### src/rtl/cipu_pkg.sv
// Shared constants and FSM state types for the check-in/pickup host transmitter.
package cipu_pkg;

    localparam logic [7:0] CH_DOLLAR = 8'h24;
    localparam logic [7:0] CH_SEMI   = 8'h3B;
    localparam logic [7:0] IDLE_CH   = 8'h00;

    typedef enum logic [1:0] {
        S_IDLE,
        S_ARM,
        S_OPEN,
        S_RUN
    } sess_state_t;

    typedef enum logic [1:0] {
        P_IDLE,
        P_ARMED,
        P_SEND,
        P_DOLLAR
    } people_state_t;

    typedef enum logic [2:0] {
        T_IDLE,
        T_ARMED,
        T_SEND,
        T_WAIT,
        T_HOLD,
        T_END
    } thing_state_t;

endpackage

### src/rtl/cipu_char_buf.sv
// Append-only character store with a separate read pointer; the fill count is
// only cleared by reset, the read pointer restarts at every session.
module cipu_char_buf #(
    parameter int unsigned DEPTH = 16
) (
    input  logic       clk,
    input  logic       rst,
    input  logic       wr_en,
    input  logic [7:0] wr_data,
    input  logic       rd_clr,
    input  logic       rd_adv,
    output logic [7:0] rd_data,
    output logic       rd_last,
    output logic       rd_end,
    output logic       full,
    output logic       wr_drop
);
    localparam int unsigned AW = (DEPTH > 1) ? $clog2(DEPTH) : 1;
    localparam int unsigned PW = $clog2(DEPTH + 1);

    logic [7:0]    mem [DEPTH];
    logic [PW-1:0] fill;
    logic [PW-1:0] rd_ptr;

    assign full    = (fill == PW'(DEPTH));
    assign wr_drop = wr_en && full;
    assign rd_end  = (rd_ptr == fill);
    assign rd_last = ((rd_ptr + PW'(1)) == fill);
    assign rd_data = mem[rd_ptr[AW-1:0]];

    always_ff @(posedge clk) begin
        if (wr_en && !full) begin
            mem[fill[AW-1:0]] <= wr_data;
        end
    end

    always_ff @(posedge clk) begin
        if (rst) begin
            fill <= '0;
        end else if (wr_en && !full) begin
            fill <= fill + PW'(1);
        end
    end

    always_ff @(posedge clk) begin
        if (rst || rd_clr) begin
            rd_ptr <= '0;
        end else if (rd_adv && !rd_end) begin
            rd_ptr <= rd_ptr + PW'(1);
        end
    end

endmodule

### src/rtl/cipu_host_tx.sv
// Host end of the check-in/pickup protocol: opens a session, streams passengers
// and baggage records, counts returned beats and reports completion.
module cipu_host_tx
    import cipu_pkg::*;
#(
    parameter int unsigned PEOPLE_DEPTH = 16,
    parameter int unsigned THING_DEPTH  = 64,
    parameter int unsigned MAX_REC      = 16
) (
    input  logic       clk,
    input  logic       rst,
    input  logic       wr_en,
    input  logic       wr_sel,
    input  logic [7:0] wr_data,
    input  logic       num_en,
    input  logic [3:0] num_data,
    input  logic       start,
    output logic       ready_fifo,
    output logic       ready_lifo,
    output logic [7:0] people_thing_out,
    output logic [7:0] thing_out,
    output logic [3:0] thing_num,
    input  logic       valid_fifo,
    input  logic       valid_lifo,
    input  logic       valid_fifo2,
    input  logic       done_thing,
    input  logic       done_fifo,
    input  logic       done_lifo,
    input  logic       done_fifo2,
    output logic       busy,
    output logic       all_done,
    output logic       load_err,
    output logic [7:0] cnt_fifo,
    output logic [7:0] cnt_lifo,
    output logic [7:0] cnt_fifo2
);
    localparam int unsigned RW = $clog2(THING_DEPTH + 1);
    localparam int unsigned NW = $clog2(MAX_REC + 1);
    localparam int unsigned NA = (MAX_REC > 1) ? $clog2(MAX_REC) : 1;

    sess_state_t   sess, sess_nx;
    people_state_t p_st, p_nx;
    thing_state_t  t_st, t_nx;

    logic start_acc, launch, finish;
    logic seen_f, seen_f2;

    logic [7:0] p_data, t_data;
    logic       p_last, p_end, p_full, p_drop;
    logic       t_last, t_end, t_full, t_drop;

    logic [3:0]    nums [MAX_REC];
    logic [NW-1:0] num_cnt;
    logic          num_full;
    logic [RW-1:0] rec;
    logic [3:0]    cur_num;

    assign start_acc = start && !busy;
    assign launch    = (sess == S_OPEN);
    assign finish    = busy && seen_f && seen_f2;
    assign num_full  = (num_cnt == NW'(MAX_REC));

    cipu_char_buf #(.DEPTH(PEOPLE_DEPTH)) u_people_buf (
        .clk     (clk),
        .rst     (rst),
        .wr_en   (wr_en && !busy && !wr_sel),
        .wr_data (wr_data),
        .rd_clr  (start_acc),
        .rd_adv  (p_st == P_SEND),
        .rd_data (p_data),
        .rd_last (p_last),
        .rd_end  (p_end),
        .full    (p_full),
        .wr_drop (p_drop)
    );

    cipu_char_buf #(.DEPTH(THING_DEPTH)) u_thing_buf (
        .clk     (clk),
        .rst     (rst),
        .wr_en   (wr_en && !busy && wr_sel),
        .wr_data (wr_data),
        .rd_clr  (start_acc),
        .rd_adv  (t_st == T_SEND),
        .rd_data (t_data),
        .rd_last (t_last),
        .rd_end  (t_end),
        .full    (t_full),
        .wr_drop (t_drop)
    );

    always_ff @(posedge clk) begin
        if (num_en && !busy && !num_full) begin
            nums[num_cnt[NA-1:0]] <= num_data;
        end
    end

    always_ff @(posedge clk) begin
        if (rst) begin
            num_cnt  <= '0;
            load_err <= 1'b0;
        end else begin
            if (num_en && !busy && !num_full) begin
                num_cnt <= num_cnt + NW'(1);
            end
            if (p_drop || t_drop || (num_en && !busy && num_full)) begin
                load_err <= 1'b1;
            end
        end
    end

    // Session sequencing: arm, one-cycle ready pulse, run until both done latches set.
    always_ff @(posedge clk) begin
        if (rst) sess <= S_IDLE;
        else     sess <= sess_nx;
    end

    always_comb begin
        sess_nx = sess;
        unique case (sess)
            S_IDLE: if (start) sess_nx = S_ARM;
            S_ARM:  sess_nx = S_OPEN;
            S_OPEN: sess_nx = S_RUN;
            S_RUN:  ;
        endcase
        if (finish) sess_nx = S_IDLE;
    end

    always_comb begin
        busy       = (sess != S_IDLE);
        ready_fifo = (sess == S_OPEN);
        ready_lifo = (sess == S_OPEN);
    end

    always_ff @(posedge clk) begin
        if (rst || start_acc) begin
            seen_f   <= 1'b0;
            seen_f2  <= 1'b0;
            all_done <= 1'b0;
            cnt_fifo <= '0;
            cnt_lifo <= '0;
            cnt_fifo2 <= '0;
        end else begin
            if (busy && done_fifo)  seen_f  <= 1'b1;
            if (busy && done_fifo2) seen_f2 <= 1'b1;
            if (finish)             all_done <= 1'b1;
            if (busy && valid_fifo  && cnt_fifo  != '1) cnt_fifo  <= cnt_fifo  + 8'd1;
            if (busy && valid_lifo  && cnt_lifo  != '1) cnt_lifo  <= cnt_lifo  + 8'd1;
            if (busy && valid_fifo2 && cnt_fifo2 != '1) cnt_fifo2 <= cnt_fifo2 + 8'd1;
        end
    end

    // People channel
    always_ff @(posedge clk) begin
        if (rst) p_st <= P_IDLE;
        else     p_st <= p_nx;
    end

    always_comb begin
        p_nx = p_st;
        unique case (p_st)
            P_IDLE:   ;
            P_ARMED:  if (launch) p_nx = p_end ? P_DOLLAR : P_SEND;
            P_SEND:   if (p_last) p_nx = P_DOLLAR;
            P_DOLLAR: if (done_lifo) p_nx = P_IDLE;
        endcase
        if (start_acc)              p_nx = P_ARMED;
        else if (!busy || finish)   p_nx = P_IDLE;
    end

    always_comb begin
        unique case (p_st)
            P_SEND:   people_thing_out = p_data;
            P_DOLLAR: people_thing_out = CH_DOLLAR;
            default:  people_thing_out = IDLE_CH;
        endcase
    end

    // Thing channel; T_HOLD shows the next record's first character one extra cycle
    // before T_SEND re-presents it and starts advancing.
    always_ff @(posedge clk) begin
        if (rst) t_st <= T_IDLE;
        else     t_st <= t_nx;
    end

    always_comb begin
        t_nx = t_st;
        unique case (t_st)
            T_ARMED: if (launch) t_nx = t_end ? T_END : T_SEND;
            T_SEND:  if (t_data == CH_SEMI || t_last) t_nx = T_WAIT;
            T_WAIT:  if (done_thing) t_nx = t_end ? T_END : T_HOLD;
            T_HOLD:  t_nx = T_SEND;
            default: ;
        endcase
        if (start_acc)              t_nx = T_ARMED;
        else if (!busy || finish)   t_nx = T_IDLE;
    end

    always_ff @(posedge clk) begin
        if (rst || start_acc) begin
            rec <= '0;
        end else if (t_st == T_WAIT && done_thing) begin
            rec <= rec + RW'(1);
        end
    end

    always_comb begin
        cur_num = 4'h0;
        if (32'(rec) < 32'(num_cnt)) cur_num = nums[rec[NA-1:0]];
    end

    always_comb begin
        thing_out = IDLE_CH;
        thing_num = 4'h0;
        unique case (t_st)
            T_SEND, T_HOLD: begin
                thing_out = t_data;
                thing_num = cur_num;
            end
            T_WAIT:  thing_num = cur_num;
            default: ;
        endcase
    end

endmodule

### config.mk
export PLATFORM = sky130hd
export DESIGN_NAME = cipu_host_tx
export DESIGN_NICKNAME = d
export VERILOG_FILES = /design/src/rtl/cipu_pkg.sv /design/src/rtl/cipu_char_buf.sv /design/src/rtl/cipu_host_tx.sv
export SDC_FILE = /design/constraint.sdc
export NUM_CORES = 1
export LEC_CHECK = 0
export BUFFER_PORTS_ARGS = -buffer_cell sky130_fd_sc_hd__buf_2
export CORE_MARGIN = 2
export CORE_UTILIZATION = 30
export DETAILED_ROUTE_END_ITERATION = 8
export PLACE_DENSITY = 0.51
export SLEW_MARGIN = 40
export SYNTH_ARGS = -nofsm -noshare
export SYNTH_HDL_FRONTEND = slang
export SYNTH_SLANG_ARGS = --single-unit
export TNS_END_PERCENT = 50
### constraint.sdc
create_clock -name clk -period 3.7 [get_ports clk]
set_input_delay 0.74 -clock clk [delete_from_list [all_inputs] [get_ports clk]]
set_output_delay 0.74 -clock clk [all_outputs]
set_load 0.02 [all_outputs]
# ---- After elaboration in Yosys (flattened, before gate mapping)
# Memory sizes are Yosys's and may differ from the RTL's. A register that Yosys moved wholly into a read port is not among the register bits.
# Index checks and enable logic that the tools add are counted.
dict set report classes {
  n_addsub 9
  magnitude_cmp 1
  n_eq_ne 33
  n_mux 33
  n_reduce_logical 52
}
# op count
set ops {}
lappend ops {{8-bit by 1-bit adder with 8-bit output (second input constant)} 3}
lappend ops {{1-bit logical AND} 24}
lappend ops {{4-bit two-way mux} 6}
lappend ops {{4-bit by 3-bit != test with 1-bit output (second input constant)} 6}
lappend ops {{8-bit != test (second input constant)} 3}
lappend ops {{7-bit by 1-bit adder with 7-bit output (second input constant)} 3}
lappend ops {{8-bit case mux with 2 select lines} 1}
lappend ops {{4-bit AND reduction} 4}
lappend ops {{5-bit by 1-bit adder with 5-bit output (second input constant)} 3}
lappend ops {{7-bit equality test} 2}
lappend ops {{2-bit != test (second input constant)} 7}
lappend ops {{1-bit two-way mux} 12}
lappend ops {{3-bit two-way mux} 4}
lappend ops {{6-bit two-way mux} 2}
lappend ops {{2-bit case mux with 3 select lines} 2}
lappend ops {{3-bit case mux with 4 select lines} 1}
lappend ops {{5-bit equality test} 2}
lappend ops {{5-bit equality test (second input constant)} 2}
lappend ops {{8-bit by 6-bit equality test with 1-bit output (second input constant)} 1}
lappend ops {{2-bit two-way mux} 4}
lappend ops {{8-bit two-way mux} 1}
lappend ops {{7-bit equality test (second input constant)} 1}
lappend ops {{1-bit logical NOT} 7}
lappend ops {{7-bit by 5-bit < comparator with 1-bit output} 1}
lappend ops {{15 further kinds} 26}
dict set report totals {
  reg_bits 71
  ram_bits 704
  in_bits 25
  out_inout_bits 49
  elab_cells 149
  memories 3
}
# name depth word_bits rd rd_ports_with_merged_regs write_ports line
set memory_table {}
lappend memory_table {u_thing_buf.mem 64 8 1 1 1 cipu_char_buf.sv:21} ;# logic [7:0] mem [DEPTH];
lappend memory_table {u_people_buf.mem 16 8 1 1 1 cipu_char_buf.sv:21}
lappend memory_table {nums 16 4 1 1 1 cipu_host_tx.sv:52} ;# logic [3:0] nums [MAX_REC];

# ---- Logic depth before layout (Yosys ltp)
dict set report depth {
  depth_word 7
  mapped_depth 12
  mapped_depth_nobuf 9
}

# ---- Cells and area by module
# Synthesis repeated with hierarchy kept, for this count alone.
dict set report hier_totals {
  hier_cells 1767
  area_unflattened_um2 31789.2
}
# mod n_inst cells_per_inst area_per_inst_um2 seq_area_each_um2
set modules_own_cells {}
lappend modules_own_cells {{cipu_char_buf (u_thing_buf)} 1 1002 20784.9 15775.1}
lappend modules_own_cells {{cipu_char_buf (u_people_buf)} 1 322 5730.5 4124.0}
lappend modules_own_cells {cipu_host_tx 1 443 5273.8 2942.8}

# ---- Least setup slack after synthesis
# No wires, ideal clock.
dict set report synth_path {
  kind {register -> output}
  startpoint {reg (tool-made name)}
  endpoint {out thing_num[0]}
  arrival_time_ns 2.479
  required_ns 2.960
  path_slack_ns 0.481
  stages_incl_launch_ff 6
  n_path_buf 2
  cell_sequence {dfxtp_1 -> clkbuf_1 -> buf_1 -> mux4_2 -> mux4_2 -> and3_1}
}
# item line
set synth_rtl {}
lappend synth_rtl {{end: declaration} cipu_host_tx.sv:22} ;# output logic [3:0] thing_num,

==> out/results.md <==
• startpoint kind of the worst setup timing path: flop
• Die ar.: 108,000 um^2
• relative contribution of the clock network to total power: 43.9%
• Final Cell Area: 38,080 um^2
• height of the chip: 328.6 um
• clock latency of the later-clocked register in the worst-skew pair: 0.64 ns
• critical path required time: 2.96 ns
• crit share post-route: 101.6%
• category of the worst setup path capture point: output pin
• classification of the worst setup path: reg -> out
• FP Rows: 119
• Final Max Tran Viols: 0
• starting density of the core: 30.12%
• setup repair after global routing missed its margin: true
• area growth from synthesis to final layout: 20.43%
• internal cell power: 15,070 uW
• Setup Slack @ Placement: 0.1699 ns
• max cap viols: 0
• violations in the final reports: negative setup slack
• total negative slack for setup checks: -0.1414 ns
• EDFF count, synth: 704
• number of antenna violations at the first check in global routing: 5
• switching power of the nets: 4223 uW
• Via density: 4.888
• highest achievable clock rate: 0.2660 GHz
• total overflow reported by the global router: 0
• result of the run: finished, violations left
• total power divided by cell area: 506.8 nW/um^2
• CTS buffer count: 83
• wirelength, routed: 79.27 mm
• vias in the first global route: 17,371
• final-stage net count: 2,042
• count of final hold-check violations: 0
• crit-path max FO: 8
• ports placed on the boundary: 74
• Net Sw Frac: 21.88%
• count of nets left with antenna violations after detail routing: 0
• Die Span X: 328.6 um
• via count of the routed design: 16,877
• Post-synth ARST share: 0%
• Leak Pwr: 0.01220 uW
• Total Routing Usage GR: 14.53%
• primary flip-flop cell chosen by synthesis mapping: edfxtp_1
• core region area: 105,000 um^2
• per-instance average area after synthesis: 18.17 um^2
• distinct cell type count of the synthesized netlist: 65
• flip-flop and latch count after synthesis: 789
• routability cong.: 0.8498
• maximum number of pins on one net before global-route repair: 57
• Port Buffer Count: 73
• synth top area cells: edfxtp_1 67%, mux4_2 11%, dfxtp_1 5.4%
• hold_buf cts: 0
• sum of net half-perimeters after detailed placement: 51.26 mm
• Setup WS post-layout: -0.05901 ns
• Seq pwr share: 51.1%
• initial detailed-routing violation count: 1,350
• number of cells produced by synthesis: 1,740
• htree depth: 3
• global-route wire length before repair: 115.9 mm
• Final Critical Period: 3.759 ns
• post-synth top area share: 66.87%
• pin slew with the least headroom to its limit: 0.8351 ns
• Num Clock Sinks: 789
• library cell occupying the most area in the post-synthesis netlist: edfxtp_1
• part of the Yosys area used for sequential elements: 72.25%
• synthesized net count: 1,788
• worst slew margin relative to its limit: 44.32%
• classification of the worst-slack hold path: in -> reg
• number of optimization iterations in the first detailed-route pass: 5
• library cell used as clock root buffer: clkbuf_16
• maximum vdd ir drop: 0.3143 mV
• Synth Cell Area: 31,620 um^2
• clock tree from TritonCTS: built
• top cell types by occurrence after synthesis: 704 x edfxtp_1, 189 x nor2_1, 161 x mux4_2, 85 x dfxtp_1, 74 x nand2_1
• per-cell routed wire length: 22.96 um
• YS warnings: 0
• portion of total power attributed to combinational logic: 5.0%
• final setup vio count: 5
• # DRC: 0
• Max Root-Sink Buffers: 3
• most frequently used cell type in the post-synthesis netlist: edfxtp_1
• Data arrival, critical path: 3.02 ns
• area of placed instances: 34,450 um^2
• share of post-route cells with drive strength above 1: 30.37%
• register clock-pin slew on the reported worst setup and hold paths: 0.06 ns
• final setup skew: 0.02310 ns
==> power by group through the flow <==
| stage | logic (uW) | clock network [uW] | registers, uW |
|---|---|---|---|
| 2_1_floorplan | 535 | 0 | 10000 |
| 3_3_place_gp | 916 | 0 | 10100 |
| 3_5_place_dp | 952 | 0 | 10100 |
| 4_1_cts | 962 | 8650 | 9870 |
| 5_1_grt | 1060 | 9000 | 9880 |
| 6_report | 962 | 8470 | 9870 |
==> path summary, 6_finish.rpt <==
check,startpoint,end,slack [ns],cells past startpoint
max,flop,thing_out[3],-0.06,8
min,done_fifo,seen_f,0.35,3
max reg2reg,flop,t_st[1],0.32,11
min reg2reg,load_err,load_err,0.47,2
==> critical path, cell delays in order, from the launching register on <==
cell	delay, ns
dfxtp_4	0.38
buf_12	0.14
buf_16	0.14
mux4_2	0.50
mux4_2	0.54
o22ai_2	0.18
o21a_1	0.22
nor2_1	0.07
buf_4	0.19
==> per-layer routing <==
layer / up-vias / routed length, um / track usage (%) / part of all wire (%)
li1: 7421 / - / - / -
met1: 8825 / 33620 / 18.92 / 42
met2: 506 / 38800 / 24.07 / 49
met3: 119 / 4896 / 3.473 / 6.2
met4: 6 / 1917 / 4.328 / 2.4
met5: - / 38 / 0 / 0.048
==> kinds of logic after synthesis <==
logic type	count (synthesis)	synth area share, %
flip-flops	789	72.25
AND/OR/NAND/NOR	398	5.667
multiplexers	235	15.15
AO/OA/AOI/OAI	122	2.568
buffers and inverters	112	1.769
XOR/XNOR	61	1.690
adder cells (fa/ha/maj)	23	0.9103
==> stage by stage <==
step | std cells | util, % | total power (uW) | hold WS (ns)
floorplan | 1740 | - | 10580 | 0.4758
global placement | 3250 | 32.78 | 10970 | 0.4519
detailed placement | 3250 | 32.82 | 11010 | 0.4737
CTS | 3427 | 35.84 | 19480 | 0.3212
global route | 3452 | 36.27 | 19930 | 0.3541
finish | 3453 | 36.27 | 19300 | 0.3548
==> area by class of cell <==
cell class | instances | area (um^2)
tap | 1391 | 1740
inverter | 27 | 101.3
fill | 9847 | 66890
antenna | 1 | 2.502
multi-input combinational | 839 | 8452
clock inverter | 42 | 503.0
timing repair buffer | 254 | 2151
clock buffer | 110 | 2271
sequential | 789 | 22850
==> timing repair <==
item | CTS | global route
gates resized for setup | 32 | 38
endpoints found under the setup margin | 8 | 8
gates cloned | 1 | 4
pin swaps | 6 | 15
setup buffers | 24 | 20
==> sequential cells by signal, summed over array words and instances (netlist names), 2 cells and up, named ones only <==
name	count
cnt_fifo	8
cnt_fifo2	8
cnt_lifo	8
num_cnt	5
nums	64
p_st	2
rec	7
sess	2
t_st	3
u_people_buf.fill	5
u_people_buf.mem	128
u_people_buf.rd_ptr	5
u_thing_buf.fill	7
u_thing_buf.mem	512
u_thing_buf.rd_ptr	7
==> cell usage in the layout (no fill, tap or decap), types with 11 or more instances in the layout <==
cell type,count
buf_2,65
nand2_1,74
nand3_1,26
a21oi_1,31
nor3_1,19
dfxtp_1,81
nand2b_1,13
clkinv_1,14
nor2_1,166
buf_4,158
clkbuf_16,89
mux4_2,169
nor2b_1,15
o21ai_0,23
clkinv_2,14
clkbuf_1,20
mux4_1,17
nor2_2,22
nand4_1,15
edfxtp_1,704
and3_1,13
xor2_1,35
mux2i_1,25
ha_1,23
buf_12,11
xnor2_1,26
inv_1,24
Power figures use the tool's default switching activity.
